$ cat config.mk
export PLATFORM = sky130hd
export DESIGN_NAME = char_write_ctrl
export DESIGN_NICKNAME = d
export VERILOG_FILES = /design/src/rtl/char_write_ctrl.sv
export SDC_FILE = /design/constraint.sdc
export NUM_CORES = 1
export LEC_CHECK = 0
export ABC_CLOCK_PERIOD_IN_PS = 5000
export CAP_MARGIN = 20
export CORE_ASPECT_RATIO = 1.4
export CORE_MARGIN = 2
export CORE_UTILIZATION = 53
export CTS_CLUSTER_SIZE = 30
export DETAILED_ROUTE_END_ITERATION = 8
export PLACE_DENSITY = 0.73
export SYNTH_ARGS = -nofsm -noshare
export SYNTH_HDL_FRONTEND = slang
export SYNTH_SLANG_ARGS = --single-unit
$ cat constraint.sdc
create_clock -name clk -period 5 [get_ports clk]
set_input_delay 0.75 -clock clk [delete_from_list [all_inputs] [get_ports clk]]
set_output_delay 0.75 -clock clk [all_outputs]
set_load 0.02 [all_outputs]
$ cat src/rtl/char_write_ctrl.sv
// ---------------------------------------------------------------------------
// char_write_ctrl
//   Avalon-MM write-side controller for the Frame character buffer. The host
//   stages X, Y, CHAR and a 24-bit COLOR one byte per register write, then
//   commits them with PUSH. Commits are queued in a small FIFO and drained to
//   the frame buffer over a registered valid/ready handshake. A CLEAR command
//   walks every cell in row-major order, writing char 0 / colour 0.
//
// Ports
//   clk, reset          system clock, synchronous active-high reset
//   chipselect, write,  Avalon slave strobes
//   read, address,
//   writedata
//   readdata            status {OVF, RERR, clearing, full, level[3:0]},
//                       registered, valid one cycle after a read
//   fb_x, fb_y,         beat payload to Frame (registered)
//   fb_char, fb_color
//   fb_we               beat valid to Frame (registered)
//   fb_ready            Frame accepts the current beat
//
// Build option
//   CHAR_WRITE_CTRL_AUTO_ADVANCE_EN : every accepted PUSH post-increments
//   the staged X (wrapping into Y, and Y wrapping to 0).
// ---------------------------------------------------------------------------
`timescale 1ns/1ps
module char_write_ctrl #(
  parameter int COLS  = 40,
  parameter int ROWS  = 30,
  parameter int DEPTH = 8
) (
  input  logic        clk,
  input  logic        reset,
  input  logic        chipselect,
  input  logic        write,
  input  logic        read,
  input  logic [2:0]  address,
  input  logic [7:0]  writedata,
  output logic [7:0]  readdata,
  output logic [5:0]  fb_x,
  output logic [5:0]  fb_y,
  output logic [4:0]  fb_char,
  output logic [23:0] fb_color,
  output logic        fb_we,
  input  logic        fb_ready
);

  typedef enum logic [1:0] {IDLE, SEND, CLR} state_e;

  localparam int AW    = $clog2(DEPTH);
  localparam int CLAST = COLS - 1;
  localparam int RLAST = ROWS - 1;
  localparam logic [6:0]  COLS_W   = COLS[6:0];
  localparam logic [6:0]  ROWS_W   = ROWS[6:0];
  localparam logic [5:0]  COL_LAST = CLAST[5:0];
  localparam logic [5:0]  ROW_LAST = RLAST[5:0];
  localparam logic [AW:0] DEPTH_W  = DEPTH[AW:0];
  localparam logic [AW:0] PTR_ONE  = 1;

  state_e      state_q, state_d;
  logic [5:0]  x_q, x_d, y_q, y_d, cx_q, cx_d, cy_q, cy_d;
  logic [4:0]  char_q, char_d;
  logic [23:0] color_q, color_d;
  logic        ovf_q, ovf_d, rerr_q, rerr_d, clr_pend_q, clr_pend_d;
  // Pointers carry one extra bit so full and empty are distinguishable.
  logic [AW:0] wr_q, wr_d, rd_q, rd_d, mark_q, mark_d;
  logic [5:0]  fb_x_q, fb_x_d, fb_y_q, fb_y_d;
  logic [4:0]  fb_char_q, fb_char_d;
  logic [23:0] fb_color_q, fb_color_d;
  logic        fb_we_q, fb_we_d;
  logic [7:0]  readdata_q, readdata_d;

  logic [40:0] mem [DEPTH];

  logic [AW:0] level, rd_nxt;
  logic [40:0] head, next_ent;
  logic        full, empty, xfer, reg_wr, push_cmd, clr_cmd, in_range;
  logic        push_ok, clr_req, enter_clr;

  // NOTE: every variable gets a default at the top of always_comb so no
  // path leaves it unassigned; otherwise synthesis infers a latch.
  always_comb begin
    level    = wr_q - rd_q;
    full     = (level == DEPTH_W);
    empty    = (level == '0);
    rd_nxt   = rd_q + PTR_ONE;
    head     = mem[rd_q[AW-1:0]];
    next_ent = mem[rd_nxt[AW-1:0]];
    xfer     = fb_we_q & fb_ready;

    reg_wr   = chipselect & write;
    push_cmd = reg_wr & (address == 3'd6) & writedata[0];
    // A CLEAR that arrives while already clearing is dropped outright.
    clr_cmd  = reg_wr & (address == 3'd6) & writedata[1] & (state_q != CLR);
    in_range = ({1'b0, x_q} < COLS_W) & ({1'b0, y_q} < ROWS_W);
    // Fullness is judged before any same-cycle pop.
    push_ok  = push_cmd & in_range & ~full;
    clr_req  = clr_pend_q | clr_cmd;

    state_d    = state_q;
    x_d        = x_q;
    y_d        = y_q;
    char_d     = char_q;
    color_d    = color_q;
    ovf_d      = ovf_q;
    rerr_d     = rerr_q;
    clr_pend_d = clr_pend_q;
    wr_d       = wr_q;
    rd_d       = rd_q;
    mark_d     = mark_q;
    cx_d       = cx_q;
    cy_d       = cy_q;
    fb_x_d     = fb_x_q;
    fb_y_d     = fb_y_q;
    fb_char_d  = fb_char_q;
    fb_color_d = fb_color_q;
    fb_we_d    = fb_we_q;
    enter_clr  = 1'b0;

    readdata_d = readdata_q;
    if (chipselect && read)
      readdata_d = {ovf_q, rerr_q, (state_q == CLR) | clr_pend_q, full, 4'(level)};

    if (reg_wr) begin
      case (address)
        3'd0: x_d = writedata[5:0];
        3'd1: y_d = writedata[5:0];
        3'd2: char_d = writedata[4:0];
        3'd3: color_d[23:16] = writedata;
        3'd4: color_d[15:8] = writedata;
        3'd5: color_d[7:0] = writedata;
        3'd7: if (writedata[0]) begin
          ovf_d  = 1'b0;
          rerr_d = 1'b0;
        end
        default: ;
      endcase
    end

    if (push_cmd && !in_range) rerr_d = 1'b1;
    else if (push_cmd && full) ovf_d = 1'b1;

    if (push_ok) begin
      wr_d = wr_q + PTR_ONE;
`ifdef CHAR_WRITE_CTRL_AUTO_ADVANCE_EN
      if (({1'b0, x_q} + 7'd1) == COLS_W) begin
        x_d = '0;
        y_d = (({1'b0, y_q} + 7'd1) == ROWS_W) ? '0 : y_q + 6'd1;
      end else begin
        x_d = x_q + 6'd1;
      end
`endif
    end

    // Remember where the queue ended when CLEAR arrived; everything older is
    // discarded when the clear actually starts. A PUSH in the same write lands
    // at wr_q and is therefore kept.
    if (clr_cmd) begin
      clr_pend_d = 1'b1;
      mark_d     = wr_q;
    end

    case (state_q)
      IDLE: begin
        if (clr_req) begin
          enter_clr = 1'b1;
        end else if (!empty) begin
          {fb_x_d, fb_y_d, fb_char_d, fb_color_d} = head;
          fb_we_d = 1'b1;
          state_d = SEND;
        end
      end
      SEND: begin
        if (xfer) begin
          rd_d = rd_nxt;
          if (clr_req) begin
            enter_clr = 1'b1;
          end else if (level > PTR_ONE) begin
            {fb_x_d, fb_y_d, fb_char_d, fb_color_d} = next_ent;
          end else begin
            fb_we_d = 1'b0;
            state_d = IDLE;
          end
        end
      end
      CLR: begin
        if (xfer) begin
          if (cx_q == COL_LAST && cy_q == ROW_LAST) begin
            fb_we_d = 1'b0;
            state_d = IDLE;
          end else begin
            if (cx_q == COL_LAST) begin
              cx_d = '0;
              cy_d = cy_q + 6'd1;
            end else begin
              cx_d = cx_q + 6'd1;
            end
            fb_x_d = cx_d;
            fb_y_d = cy_d;
          end
        end
      end
      default: state_d = IDLE;
    endcase

    if (enter_clr) begin
      state_d    = CLR;
      clr_pend_d = 1'b0;
      rd_d       = clr_cmd ? wr_q : mark_q;
      cx_d       = '0;
      cy_d       = '0;
      fb_x_d     = '0;
      fb_y_d     = '0;
      fb_char_d  = '0;
      fb_color_d = '0;
      fb_we_d    = 1'b1;
    end
  end

  // NOTE: sequential state uses non-blocking assignments so every flop
  // samples its _d value from before this edge, independent of block order.
  always_ff @(posedge clk) begin
    if (reset) begin
      state_q    <= IDLE;
      x_q        <= '0;
      y_q        <= '0;
      char_q     <= '0;
      color_q    <= '0;
      ovf_q      <= 1'b0;
      rerr_q     <= 1'b0;
      clr_pend_q <= 1'b0;
      wr_q       <= '0;
      rd_q       <= '0;
      mark_q     <= '0;
      cx_q       <= '0;
      cy_q       <= '0;
      fb_x_q     <= '0;
      fb_y_q     <= '0;
      fb_char_q  <= '0;
      fb_color_q <= '0;
      fb_we_q    <= 1'b0;
      readdata_q <= '0;
    end else begin
      state_q    <= state_d;
      x_q        <= x_d;
      y_q        <= y_d;
      char_q     <= char_d;
      color_q    <= color_d;
      ovf_q      <= ovf_d;
      rerr_q     <= rerr_d;
      clr_pend_q <= clr_pend_d;
      wr_q       <= wr_d;
      rd_q       <= rd_d;
      mark_q     <= mark_d;
      cx_q       <= cx_d;
      cy_q       <= cy_d;
      fb_x_q     <= fb_x_d;
      fb_y_q     <= fb_y_d;
      fb_char_q  <= fb_char_d;
      fb_color_q <= fb_color_d;
      fb_we_q    <= fb_we_d;
      readdata_q <= readdata_d;
    end
  end

  // NOTE: the FIFO storage is not reset; resetting the pointers is enough to
  // make stale contents unreachable, and it keeps the array mappable to RAM.
  always_ff @(posedge clk) begin
    if (push_ok) mem[wr_q[AW-1:0]] <= {x_q, y_q, char_q, color_q};
  end

  assign readdata = readdata_q;
  assign fb_x     = fb_x_q;
  assign fb_y     = fb_y_q;
  assign fb_char  = fb_char_q;
  assign fb_color = fb_color_q;
  assign fb_we    = fb_we_q;

endmodule

==> impl_metrics.json <==
{
  "synth_seq_cells": 451,
  "dieArea_mm2": 0.0401,
  "synthesis.area_mm2": 0.0204,
  "start_util_pct": 53.4,
  "synth.distinct_cells": 69,
  "fin_crit_ns": 3.53,
  "yosysTopAreaCell": "edfxtp_1",
  "htree_num_levels": 2,
  "yosys-top-cells-count": "edfxtp_1 (328), mux4_2 (164), nand2_1 (142)",
  "dpl_worst_slack_ns": 1.09,
  "syn-num-nets": 1360,
  "grt_max_degree": 68,
  "crit_type": "reg2reg",
  "p_leak_nw": 7.04,
  "grt_use_total_pct": 25.0,
  "drc": 0,
  "tightestPinTransition_ns": 0.964,
  "slew_headroom_pct": 35.7,
  "final.period_utilization_pct": 70.7,
  "ir_worst_vdd_mv": 0.331,
  "area_growth_pct": 13.3,
  "power_frac_seq_pct": 45.7,
  "cts-root-buf": "clkbuf_16",
  "synth_ff_type": "edfxtp_1",
  "antennaDiodeCount": 0,
  "portBuffers": 66,
  "grt_pass1_wl_um": 75300,
  "design.core.area_mm2": 0.0382,
  "die_x_um": 170,
  "synth_edf_count": 328,
  "firstDrtPassIters": 5,
  "cts_max_path_buffers": 3,
  "synth.most_common_cell": "edfxtp_1",
  "hold_path.class": "reg2reg",
  "synth_area_leaders": "edfxtp_1 (48%), mux4_2 (18%), dfxtp_1 (12%)",
  "antenna_found_initial": 0,
  "fin_ws_ns": 1.47,
  "post_cts_buffers": 0,
  "status": "complete, no violations",
  "place.gp.congestion": 0.820,
  "cts_tree": "done",
  "powerDensity_mw_per_mm2": 396,
  "nets": 1410,
  "vias_per_cell": 6.46,
  "critPathLaunchType": "flop",
  "crit_chain": "inv_1, ha_1, a21oi_1, a21oi_1, and2b_2, o21a_1, nand2_1, nor2_4, buf_4",
  "clkTransAtPathRegs_ns": 0.07,
  "drt_iter0_drc": 970,
  "fin_tns_setup_ns": 0,
  "fin_skew_ns": 0.0447,
  "sw_frac_of_total_pct": 26.8,
  "internal_power_mw": 6.70,
  "setup_viol": 0,
  "grt_setup_unrepaired": "no",
  "cts_buffers": 44,
  "postSynth.asyncResetShare_pct": 0,
  "cp_max_fo": 22,
  "pwr-share-comb_pct": 17.0,
  "synth_warnings": 0,
  "cpMostUsedCell": "a21oi_1",
  "cap_violations": 0,
  "power_switching_mw": 2.45,
  "netlist_instances": 1329,
  "ant_nets": 0,
  "avgRoutedWirePerCell_um": 25.8,
  "io-pin-count": 67,
  "r2r_setup_slack_ns": 1.47,
  "nFillCells": 2720,
  "slowest_stage": "nor2_4",
  "cp.arrival_ns": 3.79,
  "finalHoldViolations": 0,
  "max_freq_mhz": 283,
  "wl_um": 48800,
  "grt_pass1_vias": 12700,
  "report.final.slew_viol_count": 0,
  "multiInputGateArea_mm2": 0.00768,
  "route.vias.total": 12200,
  "drive_gt1_share_pct": 21.3,
  "die_h_um": 236,
  "row_count": 85,
  "ctsResizeCount": 0,
  "slowest_delay_ns": 0.76,
  "place_hpwl_um": 30200,
  "cts_sinks": 451,
  "grt_overflow": 0,
  "syn_area_per_cell_um2": 15.3,
  "register_area_mm2": 0.0123,
  "yosysSeqAreaShare_pct": 60.4,
  "end_kind": "flop",
  "netlist.area_leader.share_pct": 48.3,
  "clock_latency_ns": 0.59,
  "pwr-share-clk_pct": 37.4,
  "cts_hold_buf": 0,
  "cp.required_ns": 5.26
}
kinds of logic after synthesis:
group	Yosys count	synth area share, %
AO/OA/AOI/OAI	202	7.11
AND/OR/NAND/NOR	320	7.52
XOR/XNOR	20	0.896
adder cells (fa/ha/maj)	14	0.896
multiplexers	217	20.7
buffers and inverters	105	2.42
flip-flops	451	60.4
sequential cells by signal (all words and copies together), names as in the netlist, 5 cells and up, named ones only:
register / flops
char_q: 5
color_q: 24
cx_q: 6
cy_q: 6
fb_char: 5
fb_color: 24
fb_x: 6
fb_y: 6
mem: 328
readdata: 8
x_q: 6
y_q: 6
final timing paths:
| check | from | endpoint | cells after the start |
|---|---|---|---|
| worst max-delay path | rd_q[2]$_SDFFE_PP0P_ | mem[2][16]$_DFFE_PP_ | 9 |
| worst min-delay path | readdata[1]$_SDFFE_PP0P_ | readdata[1]$_SDFFE_PP0P_ | 2 |
| worst max register to register | rd_q[2]$_SDFFE_PP0P_ | mem[2][16]$_DFFE_PP_ | 9 |
| worst min register to register | readdata[1]$_SDFFE_PP0P_ | readdata[1]$_SDFFE_PP0P_ | 2 |
routing by layer:
layer  wire (um)  vias to the layer above  global-route usage, %  share of wire (%)
met2       26700                      473                   46.1                 55
li1            -                     5359                      -                  -
met4        1640                        0                   9.43                3.4
met3        2810                      105                   3.51                5.8
met5           0                        -                      0                  0
met1       17600                     6286                   29.6                 36
worst max-delay path: cells and delay by family, from the launching register on:
| kind | cells | cell delay [ns] |
|---|---|---|
| adders and majority gates | 1 | 0.34 |
| buffers and inverters | 2 | 0.48 |
| AOI/OAI and AO/OA | 3 | 0.50 |
| DFF | 1 | 0.56 |
| and+or+nand+nor | 3 | 1.33 |
area by class of cell:
| cell class | count | share of cell area (%) |
|---|---|---|
| inverters | 10 | 0.163 |
| flip-flops and latches | 451 | 53.4 |
| clock inverters | 24 | 1.25 |
| clock buffers | 58 | 5.26 |
| multi-input cells | 773 | 33.3 |
| well taps | 478 | 2.59 |
| repair buffers | 99 | 4.11 |
layout by cell type, fill, tap and decap left out, drive strengths merged, types with 13 or more instances in the layout:
| master | count |
|---|---|
| a211oi | 41 |
| nor2 | 68 |
| nand2 | 142 |
| buf | 34 |
| ha | 13 |
| clkinv | 15 |
| mux2i | 52 |
| nor2b | 36 |
| nand3 | 23 |
| clkbuf | 58 |
| mux4 | 164 |
| clkdlybuf4s50 | 65 |
| xor2 | 13 |
| a21oi | 71 |
| dfxtp | 123 |
| a311o | 15 |
| edfxtp | 328 |
| a211o | 15 |
stage by stage:
step | utilization (%) | hold slack, ns | cells | cell area, um^2 | total power [mW]
floorplan | - | 0.432 | 1329 | 20400 | 5.27
global placement | 56.5 | 0.441 | 1810 | 21600 | 5.78
detailed placement | 56.5 | 0.447 | 1810 | 21600 | 5.81
CTS | 60.4 | 0.456 | 1892 | 23100 | 9.20
global route | 60.5 | 0.479 | 1893 | 23100 | 9.46
finish | 60.5 | 0.455 | 1893 | 23100 | 9.15
power by group through the flow:
stage | clock [mW] | sequential, mW | combinational [mW]
2_1_floorplan | 0 | 4.33 | 0.938
6_report | 3.42 | 4.18 | 1.55
3_5_place_dp | 0 | 4.26 | 1.55
3_3_place_gp | 0 | 4.26 | 1.52
4_1_cts | 3.46 | 4.18 | 1.55
5_1_grt | 3.61 | 4.19 | 1.66
Note: power is estimated with default switching activity, not from simulation.
